## src/rtl/control_unit_seq.sv

```systemverilog
// Multi-cycle fetch/decode/execute/writeback control unit with integrated instruction register.
// Optional CU_SINGLE_STEP_EN adds a step input and a PAUSE state between instructions.
module control_unit_seq #(
    parameter int unsigned DWIDTH = 16,
    parameter int unsigned REG_AW = 2,
    parameter int unsigned ADDR_W = 8
) (
    input  logic                   clk,
    input  logic                   rst,
    input  logic                   en,
`ifdef CU_SINGLE_STEP_EN
    input  logic                   step,
`endif
    output logic                   mem_rd_req,
    input  logic                   mem_rd_valid,
    input  logic [DWIDTH-1:0]      mem_rdata,
    output logic                   alu_start,
    input  logic                   alu_done,
    input  logic                   alu_zero,
    output logic [2:0]             alu_func,
    output logic                   alu_in_sel,
    output logic [REG_AW-1:0]      rs_sel,
    output logic [2**REG_AW-1:0]   reg_we,
    output logic [ADDR_W-1:0]      imm,
    output logic                   pc_inc,
    output logic                   pc_load,
    output logic                   busy,
    output logic                   halted
);

    localparam int unsigned NREG = 2**REG_AW;
    localparam int unsigned OP_W = 4;

    localparam logic [OP_W-1:0] OP_ADD = 4'h1;
    localparam logic [OP_W-1:0] OP_MOV = 4'h7;
    localparam logic [OP_W-1:0] OP_LDI = 4'h8;
    localparam logic [OP_W-1:0] OP_JMP = 4'h9;
    localparam logic [OP_W-1:0] OP_JZ  = 4'hA;
    localparam logic [OP_W-1:0] OP_HLT = 4'hF;
    localparam logic [2:0]      FN_PASS = 3'd6;

    typedef enum logic [3:0] {
        S_IDLE,
        S_FETCH,
        S_WAIT_MEM,
        S_DECODE,
        S_EXEC,
        S_WAIT_ALU,
        S_WB,
        S_HALT
`ifdef CU_SINGLE_STEP_EN
        , S_PAUSE
`endif
    } state_t;

    state_t              state, state_nx;
    logic [DWIDTH-1:0]   ir;
    logic                zflag;
    logic [OP_W-1:0]     op;
    logic [REG_AW-1:0]   rd;
    logic                is_alu;
    state_t              after_instr;

    // State register, instruction register and zero flag
    always_ff @(posedge clk) begin
        if (rst) begin
            state <= S_IDLE;
            ir    <= '0;
            zflag <= 1'b0;
        end else begin
            state <= state_nx;
            if (state == S_WAIT_MEM && mem_rd_valid) ir <= mem_rdata;
            if (state == S_WAIT_ALU && alu_done) zflag <= alu_zero;
        end
    end

    // Next-state, IR field decode and state-decoded pulses
    always_comb begin
        state_nx   = state;
        mem_rd_req = 1'b0;
        alu_start  = 1'b0;
        alu_func   = 3'd0;
        alu_in_sel = 1'b0;
        reg_we     = '0;
        pc_inc     = 1'b0;
        pc_load    = 1'b0;
        busy       = 1'b1;
        halted     = 1'b0;

        op     = ir[DWIDTH-1 -: OP_W];
        rd     = ir[DWIDTH-OP_W-1 -: REG_AW];
        rs_sel = ir[DWIDTH-OP_W-REG_AW-1 -: REG_AW];
        imm    = ir[ADDR_W-1:0];
        is_alu = (op >= OP_ADD) && (op <= OP_LDI);

        if (op >= OP_ADD && op <= OP_MOV) alu_func = 3'(op - OP_ADD);
        else if (op == OP_LDI) alu_func = FN_PASS;
        alu_in_sel = (op == OP_LDI);

`ifdef CU_SINGLE_STEP_EN
        after_instr = S_PAUSE;
`else
        after_instr = en ? S_FETCH : S_IDLE;
`endif

        case (state)
            S_IDLE: begin
                busy = 1'b0;
                if (en) state_nx = S_FETCH;
            end
            S_FETCH: begin
                mem_rd_req = 1'b1;
                state_nx   = S_WAIT_MEM;
            end
            S_WAIT_MEM: begin
                if (mem_rd_valid) state_nx = S_DECODE;
            end
            S_DECODE: begin
                if (is_alu) begin
                    state_nx = S_EXEC;
                end else if (op == OP_HLT) begin
                    state_nx = S_HALT;
                end else begin
                    if (op == OP_JMP || (op == OP_JZ && zflag)) pc_load = 1'b1;
                    else pc_inc = 1'b1;
                    state_nx = after_instr;
                end
            end
            S_EXEC: begin
                alu_start = 1'b1;
                state_nx  = S_WAIT_ALU;
            end
            S_WAIT_ALU: begin
                if (alu_done) state_nx = S_WB;
            end
            S_WB: begin
                reg_we   = NREG'(1) << rd;
                pc_inc   = 1'b1;
                state_nx = after_instr;
            end
            S_HALT: begin
                busy   = 1'b0;
                halted = 1'b1;
            end
`ifdef CU_SINGLE_STEP_EN
            S_PAUSE: begin
                if (!en) state_nx = S_IDLE;
                else if (step) state_nx = S_FETCH;
            end
`endif
            default: state_nx = S_IDLE;
        endcase
    end

endmodule

```

## config.mk

```make
export PLATFORM = sky130hd
export DESIGN_NAME = control_unit_seq
export DESIGN_NICKNAME = d
export VERILOG_FILES = /design/src/rtl/control_unit_seq.sv
export SDC_FILE = /design/constraint.sdc
export NUM_CORES = 1
export LEC_CHECK = 0
export BUFFER_PORTS_ARGS = -buffer_cell sky130_fd_sc_hd__buf_2
export CORE_UTILIZATION = 40
export CTS_BUF_LIST = sky130_fd_sc_hd__clkbuf_2 sky130_fd_sc_hd__clkbuf_4 sky130_fd_sc_hd__clkbuf_8
export DETAILED_ROUTE_END_ITERATION = 10
export PLACE_DENSITY_LB_ADDON = 0.12
export SYNTH_ARGS = -nofsm -noshare
export SYNTH_HDL_FRONTEND = slang
export SYNTH_SLANG_ARGS = --single-unit
```

## constraint.sdc

```tcl
create_clock -name clk -period 1.4 [get_ports clk]
set_clock_uncertainty 0.05 [all_clocks]
set_input_delay 0.14 -clock clk [delete_from_list [all_inputs] [get_ports clk]]
set_output_delay 0.14 -clock clk [all_outputs]
set_load 0.05 [all_outputs]
```

==> results.yml <==
timing:
  worstMarginPinSlew_ns: 0.4977
  finalCritPeriodShare_pct: 129.9
  fin_ws_ns: -0.4187
  hold_viol_final: 0
  rsz0062_at_grt: "yes"
  max_freq_mhz: 549.8
  finalCriticalPeriod_ns: 1.819
  drv_slew: 0
  relSlewSlack_pct: 66.82
  setup_viol: 13
setup_path:
  rrSetupSlack_ns: -0.23
  cp.required_ns: 1.21
  crit_end: "pc_inc"
  arrival_ns: 1.63
  critical_path.startpoint: "ir[12]"
  rr_worst_depth: 8
  critical_path.max_fanout: 3
  cp-end-kind: "output port"
  r2r_start: "ir[12]"
  rr_endpoint: "state[0]"
  criticalPathCategory: "reg2out"
  crit_path_start_kind: "flop"
synth:
  ys.flop_type: "dfxtp_1"
  synth_warnings: 0
  synth_compound_area_share_pct: 18.18
  syn_inst: 147
  syn-num-nets: 173
  synth-seq-area-share_pct: 33.06
  synthDistinctLibCells: 36
  synthAdderAreaFrac_pct: 4.132
  synth_top_family_by_area: "simple AND/OR/NAND/NOR gates"
  avgSynthCellArea_um2: 8.239
  synthArstFlopShare_pct: 0
  netlist_area_mm2: 0.001211
  synth-simple-area-share_pct: 29.75
  ys_ff_latch: 20
  synth_xor_area_share_pct: 0
  synth-edff-count: 0
  muxShareOfSynthArea_pct: 1.756
detailed_routing:
  dr.first_iter.drc_count: 31
  vias_per_cell: 5.068
  vias: 1201
  drcViolationCount: 6
  wl_per_cell_um: 12.79
  dr.pass1.iters: 7
  final_antenna_net_count: 0
  wl_um: 3031
global_route:
  grt_overflow_total: 0
  busiest_layer: "met2"
  grt.total_usage_pct: 19.85
  gr-usage-met1_pct: 22.82
  gr-usage-met2_pct: 36.97
  grt_first_pass_wirelength_um: 5099
  antenna_found_initial: 0
  grt_max_degree: 21
  first_global_vias: 1210
  grtUsageMet3_pct: 3.855
run_status:
  violations: "design-rule violations, negative setup slack"
  status: "finished, violations left"
cells_and_area:
  drive_gt1_share_pct: 68.45
  design_area_mm2: 0.001966
  area_growth_pct: 62.29
  finalNetCount: 234
  nFillCells: 227
  num_antenna_cells: 0
floorplan:
  core_area_mm2: 0.002805
  die-area_mm2: 0.003252
  start_util_pct: 43.18
  die_x_um: 57.03
  die_h_um: 57.03
  row_count: 19
  io_pins: 46
power:
  p_per_area_mw_per_mm2: 1086
  leakage_nw: 0.8381
  vdd_drop_max_mv: 0.6161
  fin_total_pwr_mw: 2.135
clock_network:
  hold_buffers: 0
  numCtsBuffers: 3
  path_clk_slew_ns: 0.11
  cts_htree_levels: 1
  cts_sinks: 20
  clk_latency_ns: 0.30
  tritoncts: "yes"
  max-clock-path-buffers: 2
  root_buffer: "clkbuf_4"
placement:
  gp_congestion: 0.7488
  numPortBuffers: 45
  placed_cell_area_mm2: 0.001623
  hpwl_um: 2114
min_path:
  hp-class: "in2reg"
job:
  drv_cap: 0
per-stage QoR:
step | setup WS, ns | std cells | setup TNS, ns | hold slack (ns) | util [%]
floorplan | -0.1719 | 147 | -0.8507 | 0.2095 | -
global placement | -0.1862 | 224 | -0.8091 | 0.3251 | 57.85
detailed placement | -0.2201 | 224 | -1.094 | 0.3311 | 57.85
CTS | -0.4348 | 236 | -2.959 | 0.002131 | 68.11
global route | -0.4946 | 237 | -4.019 | 0.0009906 | 70.07
finish | -0.4187 | 237 | -2.976 | 0.009086 | 70.07
cell usage after synthesis (2+ instances only):
cell type	count	share of area, %
o21ai_0	4	1.7
buf_4	10	6.2
nand3_1	2	0.83
nand2_1	26	8.1
nor3b_1	2	1.2
ha_1	4	4.1
inv_1	5	1.5
nor3_1	4	1.7
a21oi_2	10	7.2
o21a_1	2	1.2
buf_2	3	1.2
and3_1	4	2.1
dfxtp_1	20	33
nor2b_1	2	1.0
nor2_1	5	1.5
a21oi_1	11	4.5
buf_6	2	1.9
nand2b_1	3	1.5
clkbuf_1	2	0.62
nand2_2	10	5.2
layout make-up:
class / instances / area, µm² / share of cell area [%]
multi-input combinational: 104 / 879.6 / 44.75
inverter: 5 / 26.28 / 1.337
tap: 31 / 38.79 / 1.973
timing repair buffer: 74 / 583.1 / 29.66
clock buffer: 3 / 22.52 / 1.146
sequential: 20 / 415.4 / 21.13
registers in the layout, indices dropped and copies added, names as in the netlist:
name / count
state: 3
zflag: 1
ir: 16
critical path, cell delays in order (launching register included):
cell and delay, ns:
dfxtp_4 0.40, inv_4 0.04, ha_4 0.15, nor3b_4 0.14
mux2_4 0.30, o21ai_4 0.08, o21ai_4 0.06, buf_6 0.14
cells in the final DEF, fill, tap and decap left out, drive strengths merged, types with 2 or more instances in the layout:
| master | synthesis | final |
|---|---|---|
| nor2b | 3 | 3 |
| inv | 5 | 5 |
| a21oi | 21 | 21 |
| nor3b | 3 | 3 |
| nand2 | 36 | 36 |
| o21a | 2 | 2 |
| nand2b | 3 | 3 |
| dfxtp | 20 | 20 |
| buf | 16 | 74 |
| o21ai | 5 | 5 |
| nor3 | 4 | 4 |
| clkbuf | 2 | 3 |
| ha | 4 | 4 |
| nand3 | 2 | 2 |
| nor2 | 5 | 5 |
| and3 | 4 | 4 |
kinds of logic (layout without fill, tap and decap cells):
logic type	count (synthesis)	in the layout
flip-flops	20	20
multiplexers	2	2
buffers and inverters	23	82
AO/OA/AOI/OAI	31	31
AND/OR/NAND/NOR	67	67
adder cells (fa/ha/maj)	4	4
worst min-delay path by stage:
stage / from / slack [ns] / cells past startpoint / to
after floorplan: mem_rdata[12] / 0.21 / 2 / ir[12]
after global placement: mem_rdata[12] / 0.33 / 3 / ir[12]
after detailed placement: mem_rdata[12] / 0.33 / 3 / ir[12]
after CTS: mem_rdata[12] / 0.002 / 3 / ir[12]
after global routing: mem_rdata[12] / 0.001 / 3 / ir[12]
final: mem_rdata[13] / 0.009 / 3 / ir[13]
timing repair:
| item | 4_1_cts | 5_1_grt |
|---|---|---|
| resized for setup | 58 | 16 |
| gates cloned | 0 | 1 |
| buffers inserted | 9 | 1 |
| pin swaps | 9 | 3 |
| endpoints found under the setup margin | 17 | 33 |
routing by layer:
metal	wire, µm	part of all wire [%]
met1	1250	41
met2	1635	54
met4	20	0.66
met3	125	4.1
met5	0	0
power by group:
| part | switching [mW] | internal [mW] | total [mW] |
|---|---|---|---|
| combinational | 0.657 | 0.530 | 1.19 |
| clock | 0.173 | 0.100 | 0.273 |
| sequential | 0.0519 | 0.623 | 0.675 |
| total | 0.882 | 1.25 | 2.13 |
(Power assumes the default switching activity.)
